`config.mk`:
```
export PLATFORM = sky130hd
export DESIGN_NAME = sort_sched_flat
export DESIGN_NICKNAME = d
export VERILOG_FILES = /design/src/rtl/sort_sched_if.sv /design/src/rtl/sort_sched.sv /design/src/flat_wrapper.sv
export SDC_FILE = /design/constraint.sdc
export NUM_CORES = 1
export LEC_CHECK = 0
export BUFFER_PORTS_ARGS = -buffer_cell sky130_fd_sc_hd__buf_2
export CAP_MARGIN = 30
export CORE_MARGIN = 2
export CORE_UTILIZATION = 40
export CTS_BUF_LIST = sky130_fd_sc_hd__clkbuf_2 sky130_fd_sc_hd__clkbuf_4 sky130_fd_sc_hd__clkbuf_8
export DETAILED_ROUTE_END_ITERATION = 6
export PLACE_DENSITY_LB_ADDON = 0.12
export SYNTH_ARGS = -nofsm -noshare
export SYNTH_HDL_FRONTEND = slang
export SYNTH_SLANG_ARGS = --single-unit
```
`constraint.sdc`:
```
create_clock -name clk -period 3.82 [get_ports clk]
set_input_delay 0.573 -clock clk [delete_from_list [all_inputs] [get_ports clk]]
set_output_delay 0.573 -clock clk [all_outputs]
set_load 0.01 [all_outputs]
```
`src/rtl/sort_sched_if.sv`:
```
// sort_sched_if: requester, engine and completion signals of the shared sort scheduler.
//   req/req_data/gnt          : requester side (frame slice i is req_data[i*W +: W])
//   eng_rst/eng_en/eng_num    : engine control and digit stream
//   eng_valid/eng_out         : engine result
//   done/done_id/result/err   : completion report
// master = scheduler, slave = requesters plus engine.
interface sort_sched_if #(
    parameter int NREQ   = 4,
    parameter int DIGITS = 10
);
    localparam int W  = 4 * DIGITS;
    localparam int IW = $clog2(NREQ);
    logic [NREQ-1:0]   req;
    logic [NREQ*W-1:0] req_data;
    logic [NREQ-1:0]   gnt;
    logic              eng_rst;
    logic              eng_en;
    logic [3:0]        eng_num;
    logic              eng_valid;
    logic [W-1:0]      eng_out;
    logic              done;
    logic [IW-1:0]     done_id;
    logic [W-1:0]      result;
    logic              err;
    modport master (
        input  req, req_data, eng_valid, eng_out,
        output gnt, eng_rst, eng_en, eng_num, done, done_id, result, err
    );
    modport slave (
        output req, req_data, eng_valid, eng_out,
        input  gnt, eng_rst, eng_en, eng_num, done, done_id, result, err
    );
endinterface

```
`src/rtl/sort_sched.sv`:
```
// sort_sched: round-robin scheduler sharing one even-sort engine between NREQ requesters.
//   clk  : rising-edge clock
//   rst  : asynchronous active-high reset (also holds the engine clear)
//   sif  : sort_sched_if.master -- requests/grants, engine pins, completion report
// Flow: IDLE (arbitrate, capture frame) -> CLEAR (engine reset) -> LOAD (one digit
// per cycle, MS nibble first) -> WAIT (valid or timeout) -> DONE (report) -> IDLE.
module sort_sched #(
    parameter int NREQ    = 4,
    parameter int DIGITS  = 10,
    parameter int TIMEOUT = 31
) (
    input logic         clk,
    input logic         rst,
    sort_sched_if.master sif
);
    localparam int W  = 4 * DIGITS;
    localparam int IW = $clog2(NREQ);
    localparam int CW = $clog2(DIGITS);
    localparam int TW = $clog2(TIMEOUT + 1);

    typedef enum logic [2:0] {IDLE, CLEAR, LOAD, WAIT, DONE} state_t;

    state_t        state, state_n;
    logic [W-1:0]  frame;
    logic [IW-1:0] cur_id, last, pick, idx;
    logic          hit;
    logic [CW-1:0] cnt;
    logic [TW-1:0] timer;
    logic [W-1:0]  result_r;
    logic          err_r;

    // Search starts one past the last winner so every requester gets a turn.
    always_comb begin
        hit  = 1'b0;
        pick = '0;
        idx  = '0;
        for (int i = 1; i <= NREQ; i++) begin
            idx = IW'((int'(last) + i) % NREQ);
            if (!hit && sif.req[idx]) begin
                hit  = 1'b1;
                pick = idx;
            end
        end
    end

    always_comb begin
        state_n = state;
        case (state)
            IDLE:    state_n = hit ? CLEAR : IDLE;
            CLEAR:   state_n = LOAD;
            LOAD:    state_n = (cnt == CW'(DIGITS - 1)) ? WAIT : LOAD;
            WAIT:    state_n = (sif.eng_valid || timer == TW'(TIMEOUT)) ? DONE : WAIT;
            default: state_n = IDLE;
        endcase
    end

    always_ff @(posedge clk or posedge rst) begin
        if (rst) state <= IDLE;
        else     state <= state_n;
    end

    always_ff @(posedge clk or posedge rst) begin
        if (rst) begin
            frame    <= '0;
            cur_id   <= '0;
            last     <= IW'(NREQ - 1);
            cnt      <= '0;
            timer    <= '0;
            result_r <= '0;
            err_r    <= 1'b0;
        end else begin
            case (state)
                IDLE: if (hit) begin
                    frame  <= sif.req_data[int'(pick)*W +: W];
                    cur_id <= pick;
                    last   <= pick;
                end
                CLEAR: cnt <= '0;
                LOAD: begin
                    if (cnt != CW'(DIGITS - 1)) cnt <= cnt + 1'b1;
                    timer <= '0;
                end
                WAIT: begin
                    if (sif.eng_valid) begin
                        result_r <= sif.eng_out;
                        err_r    <= 1'b0;
                    end else if (timer == TW'(TIMEOUT)) begin
                        result_r <= '0;
                        err_r    <= 1'b1;
                    end else begin
                        timer <= timer + 1'b1;
                    end
                end
                default: ;
            endcase
        end
    end

    // Every output is a register or a decode of registered state; reset also
    // holds the engine clear so an aborted job leaves nothing behind.
    assign sif.gnt     = (state == CLEAR) ? (NREQ'(1) << cur_id) : '0;
    assign sif.eng_rst = rst | (state == CLEAR);
    assign sif.eng_en  = (state == LOAD);
    assign sif.eng_num = (state == LOAD) ? frame[W-1-4*int'(cnt) -: 4] : 4'd0;
    assign sif.done    = (state == DONE);
    assign sif.done_id = cur_id;
    assign sif.result  = result_r;
    assign sif.err     = err_r;
endmodule
```
`src/flat_wrapper.sv`:
```
// flat-port wrapper written by rule: the top's interface ports become plain ports
module sort_sched_flat 
#(
    parameter int NREQ    = 4,
    parameter int DIGITS  = 10,
    parameter int TIMEOUT = 31
)
  (clk, rst, sif_req, sif_req_data, sif_eng_valid, sif_eng_out, sif_gnt, sif_eng_rst, sif_eng_en, sif_eng_num, sif_done, sif_done_id, sif_result, sif_err);
  sort_sched_if #(.NREQ(NREQ), .DIGITS(DIGITS)) sif_i ();
  input logic clk;
  input logic rst;
  input wire logic [$bits(sif_i.req)-1:0] sif_req;
  input wire logic [$bits(sif_i.req_data)-1:0] sif_req_data;
  input wire logic [$bits(sif_i.eng_valid)-1:0] sif_eng_valid;
  input wire logic [$bits(sif_i.eng_out)-1:0] sif_eng_out;
  output wire logic [$bits(sif_i.gnt)-1:0] sif_gnt;
  output wire logic [$bits(sif_i.eng_rst)-1:0] sif_eng_rst;
  output wire logic [$bits(sif_i.eng_en)-1:0] sif_eng_en;
  output wire logic [$bits(sif_i.eng_num)-1:0] sif_eng_num;
  output wire logic [$bits(sif_i.done)-1:0] sif_done;
  output wire logic [$bits(sif_i.done_id)-1:0] sif_done_id;
  output wire logic [$bits(sif_i.result)-1:0] sif_result;
  output wire logic [$bits(sif_i.err)-1:0] sif_err;
  assign sif_i.req = sif_req;
  assign sif_i.req_data = sif_req_data;
  assign sif_i.eng_valid = sif_eng_valid;
  assign sif_i.eng_out = sif_eng_out;
  assign sif_gnt = sif_i.gnt;
  assign sif_eng_rst = sif_i.eng_rst;
  assign sif_eng_en = sif_i.eng_en;
  assign sif_eng_num = sif_i.eng_num;
  assign sif_done = sif_i.done;
  assign sif_done_id = sif_i.done_id;
  assign sif_result = sif_i.result;
  assign sif_err = sif_i.err;
  sort_sched #(.NREQ(NREQ), .DIGITS(DIGITS), .TIMEOUT(TIMEOUT)) u_core (.clk(clk), .rst(rst), .sif(sif_i));
endmodule
```
==> impl_metrics.ini <==
[grt]
grtUsageTotal_pct = 22.0
grt_remaining_overflow = 0
antenna_found_initial = 0
grt_max_degree = 63
grt_pass1_vias = 5504
grt_first_pass_wirelength_um = 27700

[synthesis]
ys_seq_elements = 97
synth_edf_count = 0
syn_nets = 763
synth_ff_type = dfrtp_1
ys.warnings.count = 0
async_flop_share_pct = 100
synth_cell_types = 42
synth_cells = 550
yosysSeqAreaShare_pct = 41.9
netlist_area_um2 = 5800
avgSynthCellArea_um2 = 10.5

[clock_tree]
clockRootBuffer = clkbuf_8
clk_latency_ns = 0.38
cts.htree.levels = 3
cts.sinks = 97
clockBufferDepth = 2
path_clk_slew_ns = 0.10
postCtsHoldBufs = 0
tritoncts = built
numCtsBuffers = 9
cts_resized = 0
cts_setup_buffers = 0

[sta]
setup_viol_count_final = 0
rsz0062_at_grt = no
worstMarginPinSlew_ns = 1.06
skew_ns = 0.00888
min_period_ns = 3.07
slew_headroom_pct = 29.1
whs_ns = 0.185
finalHoldViolCount = 0
final.setup.tns_ns = 0
maxSlewViolCount = 0
setup_slack_ns = 0.754
post-route-period-util_pct = 80.3
fmax_ghz = 0.326

[worst_setup_path]
cp_max_fo = 17
crit_type = reg -> out
cp.required_ns = 3.25
arrival_ns = 2.49
start_kind = flop
critPathCaptureType = primary output

[die]
dieArea_um2 = 15500
die_h_um = 124
ios = 261
rows = 43
design.core.area_um2 = 14000
initial_core_util_pct = 41.3
die_x_um = 124

[layout]
fin_cells = 962
n_antenna_cell = 0
stdcell_area_um2 = 7460
layout.cells.most_common_list = 260 x buf_2, 95 x dfrtp_1, 53 x nand2_1, 42 x a22o_1
area_growth_pct = 28.8
post-route-util_pct = 53.1
drive_gt1_share_pct = 44.0
num-nets-final = 990
final_common_cell = buf_2

[placement]
port_buffers = 260
dp_slack_ns = 1.08
placed_area_um2 = 7240
place_hpwl_um = 12900
gp_congestion = 0.785
place_inst = 946

[outcome]
outcome = finished, final reports clean

[detailed_routing]
drt-total-wl_um = 17300
routedWlPerCell_um = 18.0
first_iter_violations = 299
ant_nets = 0
viasPerCell = 5.53
route.detailed.drc = 0
vias = 5323
firstDrtPassIters = 5

[pwr]
ir_worst_vdd_v = 0.000338
p_leak_nw = 3.75
p_per_area_nw_per_um2 = 714
swShare_pct = 40.6
total_power_mw = 5.33
clkPwrFrac_pct = 14.1
combPwrFrac_pct = 51.3
power_frac_seq_pct = 34.6
switchingPower_mw = 2.16
intPower_mw = 3.16

[hold_path]
hold_class = in -> async

[job]
maxCapViolations = 0
==> per-layer routing <==
metal	up-vias	routed length (µm)	GRT usage (%)
li1	2575	-	-
met1	2523	7380	27.0
met2	207	8650	39.4
met3	18	1020	3.61
met4	0	240	6.74
met5	-	0	0
==> critical path, cell delays in order (launching register included) <==
cell	delay, ns
dfrtp_1	0.87
mux4_2	0.60
mux2_2	0.27
a22oi_1	0.16
nor2_1	0.06
buf_2	0.15
==> area by class of cell <==
class,instances,area [µm²]
repair buffers,271,1410
fillers,1296,6580
clock buffers,10,131
well taps,180,225
clock inverters,6,91.3
multi-input cells,393,3150
inverters,5,21.3
flip-flops and latches,97,2430
==> power by group through the flow <==
stage,Combinational [mW],Sequential [mW],Clock [mW]
global route,3.02,1.91,0.812
global placement,2.66,1.85,0
detailed placement,2.75,1.86,0
floorplan,1.94,1.82,0
CTS,2.76,1.84,0.774
finish,2.73,1.84,0.753
==> logic make-up after synthesis <==
kind of cell	after synthesis	share of synthesized area [%]
simple gates	138	13.8
fa+ha+maj	6	1.30
buf+inv	60	4.51
mux	56	11.6
xor+xnor	3	0.453
flops	97	41.9
compound gates	190	26.4
==> final timing paths <==
kind / startpoint / end / slack, ns / cells after the start
worst max-delay path: u_core.cnt[0] / sif_eng_num[1] / 0.75 / 5
worst min-delay path: rst / u_core.sif.result[12] / 0.18 / 2
worst max register to register: u_core.last[0] / u_core.frame[26] / 1.36 / 6
worst min register to register: u_core.sif.result[19] / u_core.sif.result[19] / 0.50 / 1
max in group asynchronous: rst / u_core.frame[32] / 2.48 / 3
min in group clk: sif_eng_out[1] / u_core.sif.result[1] / 0.41 / 2
==> synth_stat cells (2+ instances only) <==
cell type,instances,area (µm²)
mux4_2,8,180
and3_1,3,18.8
inv_1,5,18.8
dfrtp_1,95,2380
o211ai_2,27,338
ha_1,6,75.1
nand3_1,6,30.0
mux2_2,8,90.1
clkbuf_1,44,165
and4_1,40,350
a22o_1,42,368
nor2b_1,4,25.0
dfstp_2,2,52.6
buf_2,5,25.0
o31a_1,40,350
a21oi_1,8,40.0
nor3_1,4,20.0
buf_1,2,7.51
mux2i_1,40,400
o21ai_0,19,95.1
a22oi_1,4,30.0
o21a_1,2,15.0
nand2b_1,3,18.8
xnor2_1,2,17.5
nand2_1,53,199
buf_6,4,45.0
nor3b_1,3,22.5
o21ai_1,31,155
nor2_1,15,56.3
o211ai_1,13,97.6
==> registers in the layout, indices dropped and copies added, names as in the netlist <==
register	count
u_core.timer	5
u_core.state	3
u_core.sif.done_id	2
u_core.last	2
u_core.cnt	4
u_core.frame	40
u_core.sif.err	1
u_core.sif.result	40
No activity file was read; power rests on OpenSTA's default activity.
